[src/rtl/lift_motion_scheduler_if.sv]
// Request-queue / car-status bundle between the request handler and the motion scheduler.
// The scheduler takes the master view; the request handler (or a bench) takes the slave view.
interface lift_motion_scheduler_if #(
    parameter int unsigned N_FLOORS = 12
) ();
    logic [N_FLOORS-1:0] i_up_req_queue;
    logic [N_FLOORS-1:0] i_dn_req_queue;
    logic [N_FLOORS-1:0] i_flr_req_queue;
    logic [N_FLOORS-1:0] o_flr_pos;
    logic                o_up_clr;
    logic                o_dn_clr;
    logic                o_flr_clr;
    logic                o_dir_up;
    logic                o_moving;
    logic                o_door_open;

    modport master (
        input  i_up_req_queue, i_dn_req_queue, i_flr_req_queue,
        output o_flr_pos, o_up_clr, o_dn_clr, o_flr_clr, o_dir_up, o_moving, o_door_open
    );

    modport slave (
        output i_up_req_queue, i_dn_req_queue, i_flr_req_queue,
        input  o_flr_pos, o_up_clr, o_dn_clr, o_flr_clr, o_dir_up, o_moving, o_door_open
    );
endinterface

[src/rtl/lift_motion_scheduler.sv]
// Collective (SCAN) motion scheduler for a single lift car: decides moves, stops and door
// openings from the pending request queues and strobes the served requests clear.
module lift_motion_scheduler #(
    parameter int unsigned N_FLOORS      = 12,
    parameter int unsigned TRAVEL_CYCLES = 4,
    parameter int unsigned DOOR_CYCLES   = 8
) (
    input  logic clk,
    input  logic reset,
    lift_motion_scheduler_if.master bus
);
    localparam int unsigned TRAV_W = (TRAVEL_CYCLES > 1) ? $clog2(TRAVEL_CYCLES) : 1;
    localparam int unsigned DOOR_W = (DOOR_CYCLES > 1) ? $clog2(DOOR_CYCLES) : 1;
    localparam logic [TRAV_W-1:0] TRAV_LAST = TRAV_W'(TRAVEL_CYCLES - 1);
    localparam logic [DOOR_W-1:0] DOOR_LAST = DOOR_W'(DOOR_CYCLES - 1);

    typedef enum logic [1:0] {
        ST_EVAL = 2'd0,
        ST_MOVE = 2'd1,
        ST_DOOR = 2'd2
    } state_t;

    state_t              state;
    logic [TRAV_W-1:0]   travel_cnt;
    logic [DOOR_W-1:0]   door_cnt;
    logic [N_FLOORS-1:0] flr_pos;
    logic                dir_up;
    logic                up_clr;
    logic                dn_clr;
    logic                flr_clr;
    logic                moving;
    logic                door_open;

    logic [N_FLOORS-1:0] all_req;
    logic [N_FLOORS-1:0] mask_below;
    logic [N_FLOORS-1:0] mask_above;
    logic                above;
    logic                below;
    logic                ahead;
    logic                behind;
    logic                hit;
    logic                up_here;
    logic                dn_here;
    logic                flr_here;
    logic                clr_up_sel;
    logic                clr_dn_sel;

    // Request picture relative to the current floor, plus which hall strobes a stop here would fire.
    always_comb begin
        all_req    = bus.i_up_req_queue | bus.i_dn_req_queue | bus.i_flr_req_queue;
        mask_below = flr_pos - N_FLOORS'(1);
        mask_above = ~(mask_below | flr_pos);
        above      = |(all_req & mask_above);
        below      = |(all_req & mask_below);
        up_here    = |(bus.i_up_req_queue & flr_pos);
        dn_here    = |(bus.i_dn_req_queue & flr_pos);
        flr_here   = |(bus.i_flr_req_queue & flr_pos);
        ahead      = dir_up ? above : below;
        behind     = dir_up ? below : above;
        hit        = flr_here | (dir_up ? (up_here | (dn_here & ~above))
                                        : (dn_here | (up_here & ~below)));
        clr_up_sel = dir_up | ~below;
        clr_dn_sel = ~dir_up | ~above;
    end

    // Car sequencer; clear strobes are single-cycle and default low every cycle.
    always_ff @(posedge clk) begin
        if (reset) begin
            state      <= ST_EVAL;
            travel_cnt <= '0;
            door_cnt   <= '0;
            flr_pos    <= N_FLOORS'(1);
            dir_up     <= 1'b1;
            up_clr     <= 1'b0;
            dn_clr     <= 1'b0;
            flr_clr    <= 1'b0;
            moving     <= 1'b0;
            door_open  <= 1'b0;
        end else begin
            up_clr  <= 1'b0;
            dn_clr  <= 1'b0;
            flr_clr <= 1'b0;
            case (state)
                ST_EVAL: begin
                    if (hit) begin
                        state     <= ST_DOOR;
                        door_cnt  <= '0;
                        door_open <= 1'b1;
                        flr_clr   <= 1'b1;
                        up_clr    <= clr_up_sel;
                        dn_clr    <= clr_dn_sel;
                    end else if (ahead) begin
                        state  <= ST_MOVE;
                        moving <= 1'b1;
                    end else if (behind) begin
                        dir_up <= ~dir_up;
                        state  <= ST_MOVE;
                        moving <= 1'b1;
                    end
                end
                ST_MOVE: begin
                    if (travel_cnt == TRAV_LAST) begin
                        travel_cnt <= '0;
                        flr_pos    <= dir_up ? (flr_pos << 1) : (flr_pos >> 1);
                        state      <= ST_EVAL;
                        moving     <= 1'b0;
                    end else begin
                        travel_cnt <= travel_cnt + TRAV_W'(1);
                    end
                end
                ST_DOOR: begin
                    // The first door cycle ignores hit: its own clear strobes are still in flight.
                    if (hit && (door_cnt != '0)) begin
                        door_cnt <= '0;
                        flr_clr  <= 1'b1;
                        up_clr   <= clr_up_sel;
                        dn_clr   <= clr_dn_sel;
                    end else if (door_cnt == DOOR_LAST) begin
                        state     <= ST_EVAL;
                        door_open <= 1'b0;
                    end else begin
                        door_cnt <= door_cnt + DOOR_W'(1);
                    end
                end
                default: begin
                    state     <= ST_EVAL;
                    moving    <= 1'b0;
                    door_open <= 1'b0;
                end
            endcase
        end
    end

    assign bus.o_flr_pos   = flr_pos;
    assign bus.o_up_clr    = up_clr;
    assign bus.o_dn_clr    = dn_clr;
    assign bus.o_flr_clr   = flr_clr;
    assign bus.o_dir_up    = dir_up;
    assign bus.o_moving    = moving;
    assign bus.o_door_open = door_open;
endmodule
[src/flat_wrapper.sv]
// flat-port wrapper written by rule: the top's interface ports become plain ports
module lift_motion_scheduler_flat 
#(
    parameter int unsigned N_FLOORS      = 12,
    parameter int unsigned TRAVEL_CYCLES = 4,
    parameter int unsigned DOOR_CYCLES   = 8
)
  (clk, reset, bus_i_up_req_queue, bus_i_dn_req_queue, bus_i_flr_req_queue, bus_o_flr_pos, bus_o_up_clr, bus_o_dn_clr, bus_o_flr_clr, bus_o_dir_up, bus_o_moving, bus_o_door_open);
  lift_motion_scheduler_if #(.N_FLOORS(N_FLOORS)) bus_i ();
  input  logic clk;
  input  logic reset;
  input wire logic [$bits(bus_i.i_up_req_queue)-1:0] bus_i_up_req_queue;
  input wire logic [$bits(bus_i.i_dn_req_queue)-1:0] bus_i_dn_req_queue;
  input wire logic [$bits(bus_i.i_flr_req_queue)-1:0] bus_i_flr_req_queue;
  output wire logic [$bits(bus_i.o_flr_pos)-1:0] bus_o_flr_pos;
  output wire logic [$bits(bus_i.o_up_clr)-1:0] bus_o_up_clr;
  output wire logic [$bits(bus_i.o_dn_clr)-1:0] bus_o_dn_clr;
  output wire logic [$bits(bus_i.o_flr_clr)-1:0] bus_o_flr_clr;
  output wire logic [$bits(bus_i.o_dir_up)-1:0] bus_o_dir_up;
  output wire logic [$bits(bus_i.o_moving)-1:0] bus_o_moving;
  output wire logic [$bits(bus_i.o_door_open)-1:0] bus_o_door_open;
  assign bus_i.i_up_req_queue = bus_i_up_req_queue;
  assign bus_i.i_dn_req_queue = bus_i_dn_req_queue;
  assign bus_i.i_flr_req_queue = bus_i_flr_req_queue;
  assign bus_o_flr_pos = bus_i.o_flr_pos;
  assign bus_o_up_clr = bus_i.o_up_clr;
  assign bus_o_dn_clr = bus_i.o_dn_clr;
  assign bus_o_flr_clr = bus_i.o_flr_clr;
  assign bus_o_dir_up = bus_i.o_dir_up;
  assign bus_o_moving = bus_i.o_moving;
  assign bus_o_door_open = bus_i.o_door_open;
  lift_motion_scheduler #(.N_FLOORS(N_FLOORS), .TRAVEL_CYCLES(TRAVEL_CYCLES), .DOOR_CYCLES(DOOR_CYCLES)) u_core (.clk(clk), .reset(reset), .bus(bus_i));
endmodule
[config.mk]
export PLATFORM = sky130hd
export DESIGN_NAME = lift_motion_scheduler_flat
export DESIGN_NICKNAME = d
export VERILOG_FILES = /design/src/rtl/lift_motion_scheduler_if.sv /design/src/rtl/lift_motion_scheduler.sv /design/src/flat_wrapper.sv
export SDC_FILE = /design/constraint.sdc
export NUM_CORES = 1
export LEC_CHECK = 0
export CORE_ASPECT_RATIO = 0.8
export CORE_UTILIZATION = 40
export DETAILED_ROUTE_END_ITERATION = 16
export GPL_ROUTABILITY_DRIVEN = 0
export PLACE_DENSITY = 0.69
export SYNTH_ARGS = -nofsm -noshare
export SYNTH_HDL_FRONTEND = slang
export SYNTH_SLANG_ARGS = --single-unit
[constraint.sdc]
create_clock -name clk -period 5 [get_ports clk]
set_clock_uncertainty 0.15 [all_clocks]
set_input_delay 1.25 -clock clk [delete_from_list [all_inputs] [get_ports clk]]
set_output_delay 1.25 -clock clk [all_outputs]
set_load 0.02 [all_outputs]
-- After elaboration in Yosys (flattened, before gate mapping)
Index checks and enable logic that the tools add are counted.
Widths: inputs -> output; s select.
- bits in registers: 25
- input bits: 38
- logic and storage cells: 97
- $add $sub $neg: 3
- eq/ne operators: 12
- mux-type cells: 34
- bitwise logic cells: 23
- reduce and logical (&&, ||, !) cells: 15
- operator list (cell ; count):
    $and 12x12->12 ; 5
    $reduce_or 12->1 ; 5
    $or 12x12->12 ; 3
    $mux 1 ; 16
    $reduce_and 4->1 ; 4
    $mux 2 ; 7
    $mux 12 ; 1
    $not 12->12 ; 1
    $sub 12x1->12 const B ; 1
    $mux 3 ; 3
    $not 1->1 ; 7
    $ne 2x1->1 const B ; 3
    $pmux 1 s2 ; 3
    $pmux 1 s3 ; 2
    $pmux 2 s3 ; 1
    $pmux 3 s2 ; 1
    $or 1x1->1 ; 5
    $eq 2x2->1 const B ; 2
    $ne 2x2->1 const B ; 2
    $ne 4x1->1 const B ; 1
    $add 3x1->3 const B ; 1
    $eq 3x3->1 const B ; 1
    $ne 3x1->1 const B ; 1
    $ne 3x2->1 const B ; 1
    other kinds (9) ; 10

-- Longest topological paths before layout
- depth after elaboration: 13
- depth in mapped cells: 12

-- Worst setup path before layout
No wires, ideal clock.
- path type: in2reg
- from: in bus_i_flr_req_queue[8]
- to: reg u_core.door_cnt[0]
- arrival: 3.035 ns
- setup slack: 1.693 ns
- cell stages on the path: 7
- cell sequence: or3_1 > a22o_1 > o41ai_4 > a21oi_2 > o211ai_2 > and3_4 > mux2_4
- longest elaborated chain between the ends: 11
- elaborated cells between the ends (all ways): 21
- those cells by class: 2 x eq/ne; 3 x mux; 11 x bitwise; 5 x reduce/logical
- RTL lines (what ; line ; RTL):
    start: declaration ; flat_wrapper.sv:14 ; input wire logic [$bits(bus_i.i_flr_req_queue)-1:0] bus_i_flr_req_queue;
    $or 12x12->12 ; lift_motion_scheduler.sv:50 ; all_req = bus.i_up_req_queue | bus.i_dn_req_queue | bus.i_flr_req_queue;
    $and 12x12->12 (on tied branches) ; lift_motion_scheduler.sv:54, lift_motion_scheduler.sv:53 ;
    $reduce_or 12->1 (on tied branches) ; lift_motion_scheduler.sv:54, lift_motion_scheduler.sv:53 ;
    $not 1->1 (on tied branches) ; lift_motion_scheduler.sv:61, lift_motion_scheduler.sv:60 ;
    $and 1x1->1 (on tied branches) ; lift_motion_scheduler.sv:61, lift_motion_scheduler.sv:60 ;
    $or 1x1->1 (on tied branches) ; lift_motion_scheduler.sv:61, lift_motion_scheduler.sv:60 ;
    $mux 1 ; lift_motion_scheduler.sv:60 ; hit = flr_here | (dir_up ? (up_here | (dn_here & ~above))
    $or 1x1->1 * ; lift_motion_scheduler.sv:60 ;
    $logic_and 1x1->1 ; lift_motion_scheduler.sv:113 ; if (hit && (door_cnt != '0)) begin
    $ne 3x2->1 (no source line) or $mux 3 (tied branches) ; n/a ;
    $reduce_and 3->1 (no source line) or $pmux 3 s2 (tied branches) ; n/a ;
    end signal: assignment ; lift_motion_scheduler.sv:122 ; door_cnt <= door_cnt + DOOR_W'(1);
    end: declaration ; lift_motion_scheduler.sv:25 ; logic [DOOR_W-1:0] door_cnt;
Mark *: on every way between the ends. The rest lies on a longest branch, timed or not.
A chain may end at the register's enable or synchronous reset.

-- Worst setup path after layout
Same ends and word-level chain as after synthesis.

==> flow_metrics.tcl <==
set metrics [dict create \
    outcome "completed" \
    wl_mm 5.73 \
    route.detailed.drc 0 \
    powerDensity_nw_per_um2 171 \
    max_slew_margin 0.329 \
    clock_insertion_delay_worst_skew_ns 0.28 \
    finalHoldViolations 0 \
    setup.worst_path.end_class "flop" \
    worst-endpoint-arrival_ns 3.58 \
    cts_hold_repair.buffers 0 \
    final.min_clock_period_ns 3.56 \
    portBuffers 55 \
    grt_usage 0.232 \
    detailedRoute.firstPassIterationCount 4 \
    post_dp_cell_area_um2 2520 \
    max_slew.worst_pin.slew_ns 1.00 \
    avgViaCountPerCell 5.91 \
    final_common_cell "clkdlybuf4s50_1" \
    ys_seq_elements 25 \
    std_cell_rows 22 \
    placeableCoreArea_um2 4650 \
    worstPathMaxFanout 3 \
    fin_ws_ns 1.44 \
    initial_antenna_violation_count 0 \
    routed_wire_length_per_instance_um 17.0 \
    unrepaired_setup_endpoints_after_global_routing "no" \
    critical_setup_path_class "in -> reg" \
    synthFlopType "dfxtp_1" \
    post_placement_worst_setup_slack_ns 1.15 \
    cts.path.max_buffers 2 \
    initial_utilization 0.421 \
    design.portCount 56 \
    irDropWorstVdd_v 0.000131 \
    final_layout_size_suffix_gt1_frac 0.0578 \
    post-cts-setup-buffer-count 0 \
    antenna-diode-count 0 \
    timing.hold.ws_ns 0.360 \
    number_of_enable_type_register_cells_in_the_synthesized_netlist 0 \
    dpl_hpwl_mm 4.48 \
    worst_ep_required_time_ns 5.02 \
    syn_area_um2 1960 \
    grt_pass1_vias 1825 \
    netlist-cell-type-count 46 \
    crit_path_start_kind "primary input" \
    highest-signal-layer "met4" \
    period_utilisation_layout 0.712 \
    postSynth.asyncResetShare 0 \
    setup_tns_final_ns 0 \
    final_design_area_no_fill_um2 2570 \
    finalSetupViolations 0 \
    detailroute.via_count 1990 \
    cts.sink_count 25 \
    wl_met3_um 631 \
    area_growth_syn_to_layout_pct 31.4 \
    clkTransAtPathRegs_ns 0.10 \
    yosysWarningCount 0 \
    yosysSeqAreaShare 0.256 \
    cts.root.buffer_cell "clkbuf_8" \
    fmax_mhz 281 \
    static_power_due_to_leakage_nw 0.977 \
    fp.dieArea_um2 5180 \
    wl_met1_mm 2.74 \
    numCtsBuffers 3 \
    fill_cells 449 \
    detail-route-antenna-nets 0 \
    timing.final.max_slew_violations 0 \
    grt.overflow.total 0 \
    syn_avg_cell_area_um2 8.40 \
    netlist_instances 233 \
    layout_common_cells "clkdlybuf4s50_1, dfxtp_1, nor2_1, inv_1, ha_1" \
    synthesis.nets 286 \
    timing.max_cap.violations 0 \
    final_nets 331 \
    drtIter0Drc 185 \
    met2RoutedLength_mm 2.30 \
    die_h_um 64.6 \
    ctsResizeCount 0 \
    timing.hold.worst.class "reg -> reg" \
    grt_pass1_wl_mm 9.25 \
    tritoncts "built" \
    die_width_um 80.2 \
    cts_htree_levels 1 \
    largest_net_degree_at_the_start_of_global_routing 26 \
]
flip-flops by register name, indices dropped and copies added, names as in the netlist:
signal,flops
u_core.bus.o_dn_clr,1
u_core.bus.o_door_open,1
u_core.travel_cnt,2
u_core.bus.o_flr_pos,12
u_core.bus.o_moving,1
u_core.bus.o_dir_up,1
u_core.bus.o_flr_clr,1
u_core.bus.o_up_clr,1
u_core.door_cnt,3
u_core.state,2
metal layers:
layer / GRT usage / vias to the layer above
li1: - / 975
met1: 0.340 / 907
met2: 0.326 / 102
met3: 0.0648 / 6
met4: 0.0625 / 0
met5: 0 / -
per-stage QoR:
step / instances / total power, mW / utilization
3_3_place_gp: 333 / 0.311 / 0.542
5_1_grt: 337 / 0.460 / 0.553
6_report: 337 / 0.439 / 0.553
3_5_place_dp: 333 / 0.311 / 0.542
2_1_floorplan: 233 / 0.260 / -
4_1_cts: 337 / 0.442 / 0.553
critical path: stages:
cell,delay [ns]
clkdlybuf4s50_1,0.45
or3_1,0.40
a22o_1,0.24
nor3_1,0.37
a211oi_4,0.15
o211ai_2,0.20
and3_4,0.23
mux2_4,0.29
cell families (layout without fill, tap and decap cells):
family,Yosys count,after routing,share of synthesized area
buf+inv,33,77,0.0658
fa+ha+maj,15,15,0.0958
mux,15,15,0.0843
simple gates,76,76,0.201
flops,25,25,0.256
xor+xnor,1,1,0.00447
compound gates,68,68,0.293
layout make-up:
type | instances | area [um2] | share of cell area
multi-input cells | 175 | 1330 | 0.517
flip-flops and latches | 25 | 500 | 0.195
inverters | 18 | 67.6 | 0.0263
repair buffers | 55 | 551 | 0.214
clock inverters | 1 | 8.76 | 0.00340
clock buffers | 3 | 41.3 | 0.0161
well taps | 60 | 75.1 | 0.0292
synthesized netlist by cell type (2+ instances only):
cell / number / area (um2)
a211oi_1: 12 / 90.1
a21boi_1: 2 / 15.0
a21oi_1: 6 / 30.0
a221oi_1: 9 / 78.8
a22o_1: 11 / 96.3
and3_1: 2 / 12.5
and4_1: 2 / 17.5
buf_2: 4 / 20.0
clkbuf_1: 10 / 37.5
dfxtp_1: 25 / 500
ha_1: 15 / 188
inv_1: 18 / 67.6
mux2_4: 3 / 45.0
mux2i_1: 12 / 120
nand2_1: 10 / 37.5
nand2b_1: 2 / 12.5
nand3_1: 10 / 50.1
nand4_1: 4 / 25.0
nor2_1: 24 / 90.1
nor2b_1: 2 / 12.5
nor3_1: 10 / 50.1
o21ai_0: 2 / 10.0
o31ai_1: 12 / 90.1
or3_1: 4 / 25.0
report_power, final:
part	leakage (nW)	internal [mW]	switching (mW)	total, mW
Sequential	0.203	0.206	0.00790	0.214
Clock	0.0261	0.0585	0.0722	0.131
Combinational	0.747	0.0501	0.0438	0.0939
path summary, 6_finish.rpt:
check	startpoint	end	slack, ns	cells after the start
worst max-delay path	bus_i_flr_req_queue[8]	u_core.door_cnt[0]	1.44	8
worst min-delay path	u_core.bus.o_moving	u_core.bus.o_moving	0.36	2
worst max register to register	u_core.bus.o_flr_pos[2]	u_core.door_cnt[0]	1.48	11
worst min register to register	u_core.bus.o_moving	u_core.bus.o_moving	0.36	2
No activity file was read; power rests on OpenSTA's default activity.
